## config.mk

```make
export PLATFORM = sky130hd
export DESIGN_NAME = vga_sync_porch
export DESIGN_NICKNAME = d
export VERILOG_FILES = /design/src/rtl/vga_pkg.sv /design/src/rtl/vga_sync_to_count.sv /design/src/rtl/vga_sync_porch.sv
export SDC_FILE = /design/constraint.sdc
export NUM_CORES = 1
export LEC_CHECK = 0
export CAP_MARGIN = 15
export CORE_UTILIZATION = 50
export CTS_CLUSTER_SIZE = 16
export DETAILED_ROUTE_END_ITERATION = 10
export GPL_TIMING_DRIVEN = 0
export PLACE_DENSITY = 0.76
export SLEW_MARGIN = 20
export SYNTH_ARGS = -nofsm -noshare
export SYNTH_HDL_FRONTEND = slang
export SYNTH_HIERARCHICAL = 1
export SYNTH_SLANG_ARGS = --single-unit
export TNS_END_PERCENT = 50
```

## constraint.sdc

```tcl
create_clock -name i_Clk -period 2.85 [get_ports i_Clk]
set_input_delay 0.57 -clock i_Clk [delete_from_list [all_inputs] [get_ports i_Clk]]
set_output_delay 0.57 -clock i_Clk [all_outputs]
set_load 0.02 [all_outputs]
```

## src/rtl/vga_pkg.sv

```systemverilog
// vga_pkg: shared definitions for the VGA sync/porch stage.
//   - default 640x480@60 timing
//   - count and watchdog widths
//   - lock_state_t for the frame lock FSM
//   - in_range(): inclusive unsigned range test on a count
package vga_pkg;

  localparam int DEF_TOTAL_COLS    = 800;
  localparam int DEF_TOTAL_ROWS    = 525;
  localparam int DEF_ACTIVE_COLS   = 640;
  localparam int DEF_ACTIVE_ROWS   = 480;
  localparam int DEF_H_FRONT_PORCH = 16;
  localparam int DEF_H_SYNC_WIDTH  = 96;
  localparam int DEF_V_FRONT_PORCH = 10;
  localparam int DEF_V_SYNC_WIDTH  = 2;
  localparam int DEF_VIDEO_WIDTH   = 3;

  localparam int CNT_W = 10;
  // Holds 2*800*525-1 for the default timing.
  localparam int WD_W  = 21;

  typedef enum logic {
    SEARCH = 1'b0,
    LOCKED = 1'b1
  } lock_state_t;

  function automatic logic in_range(input logic [CNT_W-1:0] v,
                                    input logic [CNT_W-1:0] lo,
                                    input logic [CNT_W-1:0] hi);
    return (v >= lo) && (v <= hi);
  endfunction

endpackage

```

## src/rtl/vga_sync_to_count.sv

```systemverilog
// vga_sync_to_count: detects frame start on the upstream active-row flag
// and regenerates column/row counts that lag the upstream counts by 1 cycle.
// Ports:
//   i_Clk, i_Rst_L      pixel clock, synchronous active-low reset
//   i_VSync             upstream active-row flag
//   o_Col_Count         regenerated column count
//   o_Row_Count         regenerated row count
//   o_Frame_Start       combinational frame-start pulse (rising i_VSync)
module vga_sync_to_count
  import vga_pkg::*;
#(
  parameter int TOTAL_COLS = DEF_TOTAL_COLS,
  parameter int TOTAL_ROWS = DEF_TOTAL_ROWS
) (
  input  logic             i_Clk,
  input  logic             i_Rst_L,
  input  logic             i_VSync,
  output logic [CNT_W-1:0] o_Col_Count,
  output logic [CNT_W-1:0] o_Row_Count,
  output logic             o_Frame_Start
);

  localparam logic [CNT_W-1:0] LAST_COL = CNT_W'(TOTAL_COLS - 1);
  localparam logic [CNT_W-1:0] LAST_ROW = CNT_W'(TOTAL_ROWS - 1);

  logic             r_VSync_d;
  logic [CNT_W-1:0] r_Col;
  logic [CNT_W-1:0] r_Row;

  // r_VSync_d resets high so a flag already high at reset release is not
  // mistaken for a frame start.
  assign o_Frame_Start = i_VSync & ~r_VSync_d;

  always_ff @(posedge i_Clk) begin
    if (!i_Rst_L) begin
      r_VSync_d <= 1'b1;
      r_Col     <= '0;
      r_Row     <= '0;
    end else begin
      r_VSync_d <= i_VSync;
      if (o_Frame_Start) begin
        r_Col <= '0;
        r_Row <= '0;
      end else if (r_Col == LAST_COL) begin
        r_Col <= '0;
        r_Row <= (r_Row == LAST_ROW) ? '0 : r_Row + 1'b1;
      end else begin
        r_Col <= r_Col + 1'b1;
      end
    end
  end

  assign o_Col_Count = r_Col;
  assign o_Row_Count = r_Row;

endmodule

```

## src/rtl/vga_sync_porch.sv

```systemverilog
// vga_sync_porch: turns upstream active-region flags into active-low
// HSync/VSync with porches, locks to the incoming frame and delays video
// so sync and pixels leave aligned (both 2 cycles after upstream).
// Ports:
//   i_Clk, i_Rst_L            pixel clock, synchronous active-low reset
//   i_HSync, i_VSync          upstream active-column / active-row flags
//   i_Red, i_Grn, i_Blu       upstream video
//   o_HSync, o_VSync          active-low sync pulses
//   o_Red, o_Grn, o_Blu       delayed video
//   o_Col_Count, o_Row_Count  regenerated counts (1 cycle behind upstream)
//   o_Locked                  frame alignment acquired
//   o_Sync_Err                one-cycle pulse on an off-schedule frame start
// Build option: define VGA_PORCH_BLANK_EN to force video to 0 outside the
// active area; otherwise video passes through while locked.
module vga_sync_porch
  import vga_pkg::*;
#(
  parameter int TOTAL_COLS    = DEF_TOTAL_COLS,
  parameter int TOTAL_ROWS    = DEF_TOTAL_ROWS,
  parameter int ACTIVE_COLS   = DEF_ACTIVE_COLS,
  parameter int ACTIVE_ROWS   = DEF_ACTIVE_ROWS,
  parameter int H_FRONT_PORCH = DEF_H_FRONT_PORCH,
  parameter int H_SYNC_WIDTH  = DEF_H_SYNC_WIDTH,
  parameter int V_FRONT_PORCH = DEF_V_FRONT_PORCH,
  parameter int V_SYNC_WIDTH  = DEF_V_SYNC_WIDTH,
  parameter int VIDEO_WIDTH   = DEF_VIDEO_WIDTH
) (
  input  logic                   i_Clk,
  input  logic                   i_Rst_L,
  input  logic                   i_HSync,
  input  logic                   i_VSync,
  input  logic [VIDEO_WIDTH-1:0] i_Red,
  input  logic [VIDEO_WIDTH-1:0] i_Grn,
  input  logic [VIDEO_WIDTH-1:0] i_Blu,
  output logic                   o_HSync,
  output logic                   o_VSync,
  output logic [VIDEO_WIDTH-1:0] o_Red,
  output logic [VIDEO_WIDTH-1:0] o_Grn,
  output logic [VIDEO_WIDTH-1:0] o_Blu,
  output logic [CNT_W-1:0]       o_Col_Count,
  output logic [CNT_W-1:0]       o_Row_Count,
  output logic                   o_Locked,
  output logic                   o_Sync_Err
);

  localparam int PIX_W = 3 * VIDEO_WIDTH;

  localparam logic [CNT_W-1:0] LAST_COL = CNT_W'(TOTAL_COLS - 1);
  localparam logic [CNT_W-1:0] LAST_ROW = CNT_W'(TOTAL_ROWS - 1);
  localparam logic [CNT_W-1:0] HS_LO    = CNT_W'(ACTIVE_COLS + H_FRONT_PORCH);
  localparam logic [CNT_W-1:0] HS_HI    = CNT_W'(ACTIVE_COLS + H_FRONT_PORCH + H_SYNC_WIDTH - 1);
  localparam logic [CNT_W-1:0] VS_LO    = CNT_W'(ACTIVE_ROWS + V_FRONT_PORCH);
  localparam logic [CNT_W-1:0] VS_HI    = CNT_W'(ACTIVE_ROWS + V_FRONT_PORCH + V_SYNC_WIDTH - 1);
  // Two frames without a frame start drops lock.
  localparam logic [WD_W-1:0]  WD_LAST  = WD_W'(2 * TOTAL_COLS * TOTAL_ROWS - 1);

  lock_state_t      r_State, w_State_Nxt;
  logic [WD_W-1:0]  r_Wd;
  logic [CNT_W-1:0] w_Col, w_Row;
  logic             w_FS, w_At_End, w_Locked, w_Wd_Expire, w_Vid_En;
  logic             r_HSync, r_VSync, r_Sync_Err;
  logic [PIX_W-1:0] w_Pix_In, r_Pix1, r_Pix2;
  logic             w_unused_hsync;

  // The column flag carries no information beyond the regenerated count.
  assign w_unused_hsync = i_HSync;

  vga_sync_to_count #(
    .TOTAL_COLS (TOTAL_COLS),
    .TOTAL_ROWS (TOTAL_ROWS)
  ) u_cnt (
    .i_Clk         (i_Clk),
    .i_Rst_L       (i_Rst_L),
    .i_VSync       (i_VSync),
    .o_Col_Count   (w_Col),
    .o_Row_Count   (w_Row),
    .o_Frame_Start (w_FS)
  );

  // Counts still hold the previous cycle's position when FS is seen, so a
  // scheduled frame start sees the last pixel of the frame here.
  assign w_At_End    = (w_Col == LAST_COL) && (w_Row == LAST_ROW);
  assign w_Locked    = (r_State == LOCKED);
  assign w_Wd_Expire = w_Locked && (r_Wd == WD_LAST);

  always_comb begin
    w_State_Nxt = r_State;
    if (r_State == SEARCH) begin
      if (w_FS) w_State_Nxt = LOCKED;
    end else begin
      // A frame start on the expiry cycle keeps the lock.
      if (w_Wd_Expire && !w_FS) w_State_Nxt = SEARCH;
    end
  end

`ifdef VGA_PORCH_BLANK_EN
  assign w_Vid_En = w_Locked && (w_Col < CNT_W'(ACTIVE_COLS)) && (w_Row < CNT_W'(ACTIVE_ROWS));
`else
  assign w_Vid_En = w_Locked;
`endif

  assign w_Pix_In = {i_Red, i_Grn, i_Blu};

  always_ff @(posedge i_Clk) begin
    if (!i_Rst_L) begin
      r_State    <= SEARCH;
      r_Wd       <= '0;
      r_Sync_Err <= 1'b0;
      r_HSync    <= 1'b1;
      r_VSync    <= 1'b1;
      r_Pix1     <= '0;
      r_Pix2     <= '0;
    end else begin
      r_State    <= w_State_Nxt;
      r_Wd       <= (w_FS || !w_Locked || w_Wd_Expire) ? '0 : r_Wd + 1'b1;
      r_Sync_Err <= w_Locked && w_FS && !w_At_End;
      // Decoding the registered counts adds the second cycle of latency,
      // matching the second video stage below.
      r_HSync    <= !(w_Locked && in_range(w_Col, HS_LO, HS_HI));
      r_VSync    <= !(w_Locked && in_range(w_Row, VS_LO, VS_HI));
      r_Pix1     <= w_Pix_In;
      r_Pix2     <= w_Vid_En ? r_Pix1 : '0;
    end
  end

  assign o_HSync     = r_HSync;
  assign o_VSync     = r_VSync;
  assign {o_Red, o_Grn, o_Blu} = r_Pix2;
  assign o_Col_Count = w_Col;
  assign o_Row_Count = w_Row;
  assign o_Locked    = w_Locked;
  assign o_Sync_Err  = r_Sync_Err;

endmodule

```

==> out/results.ini <==
[status]
status = finished, final reports clean

[grt]
grt_pass1_vias = 1964
grt_start_max_net_pins = 13
grt_util_all_layers_pct = 21.77
gr-total-overflow = 0
grt_pass1_wl_mm = 8.983
antenna_found_initial = 0

[yosys]
synthMuxAreaShare_pct = 0.7634
synth_xor_area_share_pct = 8.349
yosysWarnings = 6
ys_seq_area_share_pct = 48.85
synthSimpleGateAreaFrac_pct = 31.49
syn_area_per_cell_sq_um = 9.202
synth_area_sq_um = 2623
synth_top_family_by_area = simple AND/OR/NAND/NOR gates
ys_ff_latch = 64
synth_edf_count = 0
syn_nets = 302
syn_inst = 285
async_flop_share_pct = 0
synthAdderAreaFrac_pct = 1.908
synth_cell_types = 39
ys.flop_type = dfxtp_1
synth_compound_area_share_pct = 5.821

[route]
post_drt_via_cell_ratio = 5.320
ant_nets = 0
totalWireLength_mm = 5.425
route.detailed.drc = 0
drt_iter0_markers = 71
wl_per_cell_microns = 13.17
dr.pass1.iters = 5
vias = 2192

[worst_setup_path]
path_cells = or4b_1 -> buf_2 -> or3_2 -> clkbuf_1 -> o21bai_2 -> nor2_1
critical_path.max_fanout = 10
r2r_start = u_cnt/o_Col_Count[5]
critPathCaptureType = flop
cp_slowest_stage_delay_ns = 0.54
required_ns = 3.06
critPathTopFamily = simple AND/OR/NAND/NOR gates
reg2reg_slack_ns = 0.55
arrival_ns = 2.52
worst-path-stages = 6
worstSetupPathType = reg2reg
r2r_end = u_cnt/o_Row_Count[1]
slowest_stage = or4b_1
worst-path-buf-inv = 2
ff2ff_path_depth = 6
cp-start-kind = flop

[power]
power.total_uw = 1922
p_sw_uw = 398.6
peakVddDrop_uv = 424.3
switching_share_pct = 20.74
powerDensity_nw_per_um2 = 566.9
combPwrFrac_pct = 3.5
p_int_uw = 1523
power.share.sequential_pct = 47.7
clkPwrFrac_pct = 48.9
leakage_uw = 0.001182

[clock_tree]
cts_setup_buffers = 0
postCtsHoldBufs = 0
clock_sinks = 64
clk_pin_slew_ns = 0.08
clk_path_buf_depth = 2
cts_max_level = 3
cts_root_buffer = clkbuf_8
clock_latency_ns = 0.34
postCtsResizedCells = 0
tritoncts = yes
cts_buffers = 9

[timing]
worst_slew_pin_slew_ns = 0.4956
finalCriticalPeriod_ns = 2.304
setup_tns_ns = 0
setup_viol = 0
rsz0062_at_grt = false
fmaxAchievable_ghz = 0.4340
hold_viol = 0
max_slew_margin_pct = 66.96
drv_slew = 0
fin_crit_sh_pct = 80.85
timing.final.ws_setup_ns = 0.5458
finalClockSkew_ns = 0.008429
holdWs_ns = 0.4640

[final_layout]
syn2layout_area_growth_pct = 29.29
antenna_cells = 0
regArea_sq_um = 1281
nFillCells = 387
final_cells = 412
layout-drive-gt1-share_pct = 7.246
num-nets-final = 357
multiInputGateArea_sq_um = 1267

[hold_path]
hold_path_end = r_Pix2[3]
holdPathStages = 1
hold_path_class = reg2reg
min_from = r_Pix1[3]

[die]
core_area_sq_um = 4880
dieWidth_microns = 74.42
start_util_pct = 53.74
die_height_microns = 74.42
rows = 25
dieArea_sq_um = 5538
ios = 46

[job]
cap_violations = 0

[placed_design]
dp_hpwl_mm = 3.744
place.gp.congestion = 0.8318
pre_cts_ws_ns = 0.5632
dp_cells = 396
port_buffers = 44

stage by stage:
| step | cell area (sq um) | util, % |
|---|---|---|
| 2_1_floorplan | 2623 | - |
| 3_3_place_gp | 3147 | 64.49 |
| 3_5_place_dp | 3147 | 64.49 |
| 4_1_cts | 3391 | 69.49 |
| 5_1_grt | 3391 | 69.49 |
| 6_report | 3391 | 69.49 |
cell usage after synthesis, types with 2 or more instances:
cell type	count	area share, %
buf_2	2	0.38
xnor2_1	15	5.0
o21ai_0	7	1.3
nand2_1	17	2.4
xor2_1	10	3.3
nor4_1	4	0.95
a21oi_1	11	2.1
nor4bb_1	3	1.1
clkbuf_1	6	0.86
inv_1	9	1.3
nor3b_1	2	0.57
mux2i_1	2	0.76
nand3_1	14	2.7
nor4b_1	2	0.67
dfxtp_1	64	49
and3_1	11	2.6
ha_1	4	1.9
nor3_1	8	1.5
and4_1	4	1.3
o31ai_1	4	1.1
nand4_1	13	3.1
o21a_1	2	0.57
or4_1	7	2.0
nand2b_1	3	0.72
and2_1	9	2.1
or3_1	7	1.7
nor2_1	33	4.7
final cells by class:
class                           count  share of cell area (%)
Buffer                              9                   1.181
Clock buffer                        9                   3.653
Clock inverter                      7                   3.542
Inverter                            9                  0.9963
Multi-Input combinational cell    203                   37.38
Sequential cell                    64                   37.79
Tap cell                           67                   2.472
Timing Repair Buffer               44                   12.99
registers in the layout, indices dropped and copies added, names as in the netlist:
signal             flops
o_Locked               1
u_cnt/r_VSync_d        1
o_HSync                1
o_VSync                1
r_Pix1                 9
r_Wd                  21
r_Pix2                 9
o_Sync_Err             1
u_cnt/o_Col_Count     10
u_cnt/o_Row_Count     10
worst max-delay path by stage:
| stage | from | to |
|---|---|---|
| after floorplan | u_cnt/o_Col_Count[5] | u_cnt/o_Row_Count[7] |
| after global placement | u_cnt/o_Col_Count[5] | u_cnt/o_Row_Count[2] |
| after detailed placement | u_cnt/o_Col_Count[5] | u_cnt/o_Row_Count[1] |
| after CTS | u_cnt/o_Col_Count[5] | u_cnt/o_Row_Count[5] |
| after global routing | u_cnt/o_Col_Count[5] | u_cnt/o_Row_Count[4] |
| final | u_cnt/o_Col_Count[5] | u_cnt/o_Row_Count[1] |
power by group through the flow:
stage / logic, uW / clock network (uW) / registers, uW
floorplan: 25.9 / 0 / 941
global placement: 65.9 / 0 / 936
detailed placement: 66.4 / 0 / 936
CTS: 67.1 / 953 / 916
global route: 72.8 / 1000 / 918
finish: 66.6 / 939 / 916
logic make-up (layout without fill, tap and decap cells):
kind of cell | Yosys count | count (layout)
xor+xnor | 25 | 25
buf+inv | 18 | 78
flops | 64 | 64
fa+ha+maj | 4 | 4
simple gates | 146 | 146
compound gates | 26 | 26
mux | 2 | 2
routing by layer:
layer  vias up  share of wire [%]  global-route usage (%)
li1       1120                  -                       -
met1      1015                 45                   26.20
met2        49                 48                   35.74
met3         8                5.1                   8.808
met4         0                1.4                   6.499
met5         -                  0                       0
cell usage in the layout, fill, tap and decap left out, types with 4 or more instances in the layout:
cell type | netlist | routed
xor2_1 | 10 | 10
nand2_1 | 17 | 17
dfxtp_1 | 64 | 64
inv_1 | 9 | 9
or4_1 | 7 | 7
clkbuf_1 | 6 | 6
and2_1 | 9 | 9
nor2_1 | 33 | 33
xnor2_1 | 15 | 15
nand4_1 | 13 | 13
ha_1 | 4 | 4
o31ai_1 | 4 | 4
clkdlybuf4s50_1 | 0 | 44
and4_1 | 4 | 4
clkbuf_8 | 0 | 9
or3_1 | 7 | 7
nor4_1 | 4 | 4
nand3_1 | 14 | 14
a21oi_1 | 11 | 11
and3_1 | 11 | 11
o21ai_0 | 7 | 7
nor3_1 | 8 | 8
No activity file was read; power rests on OpenSTA's default activity.
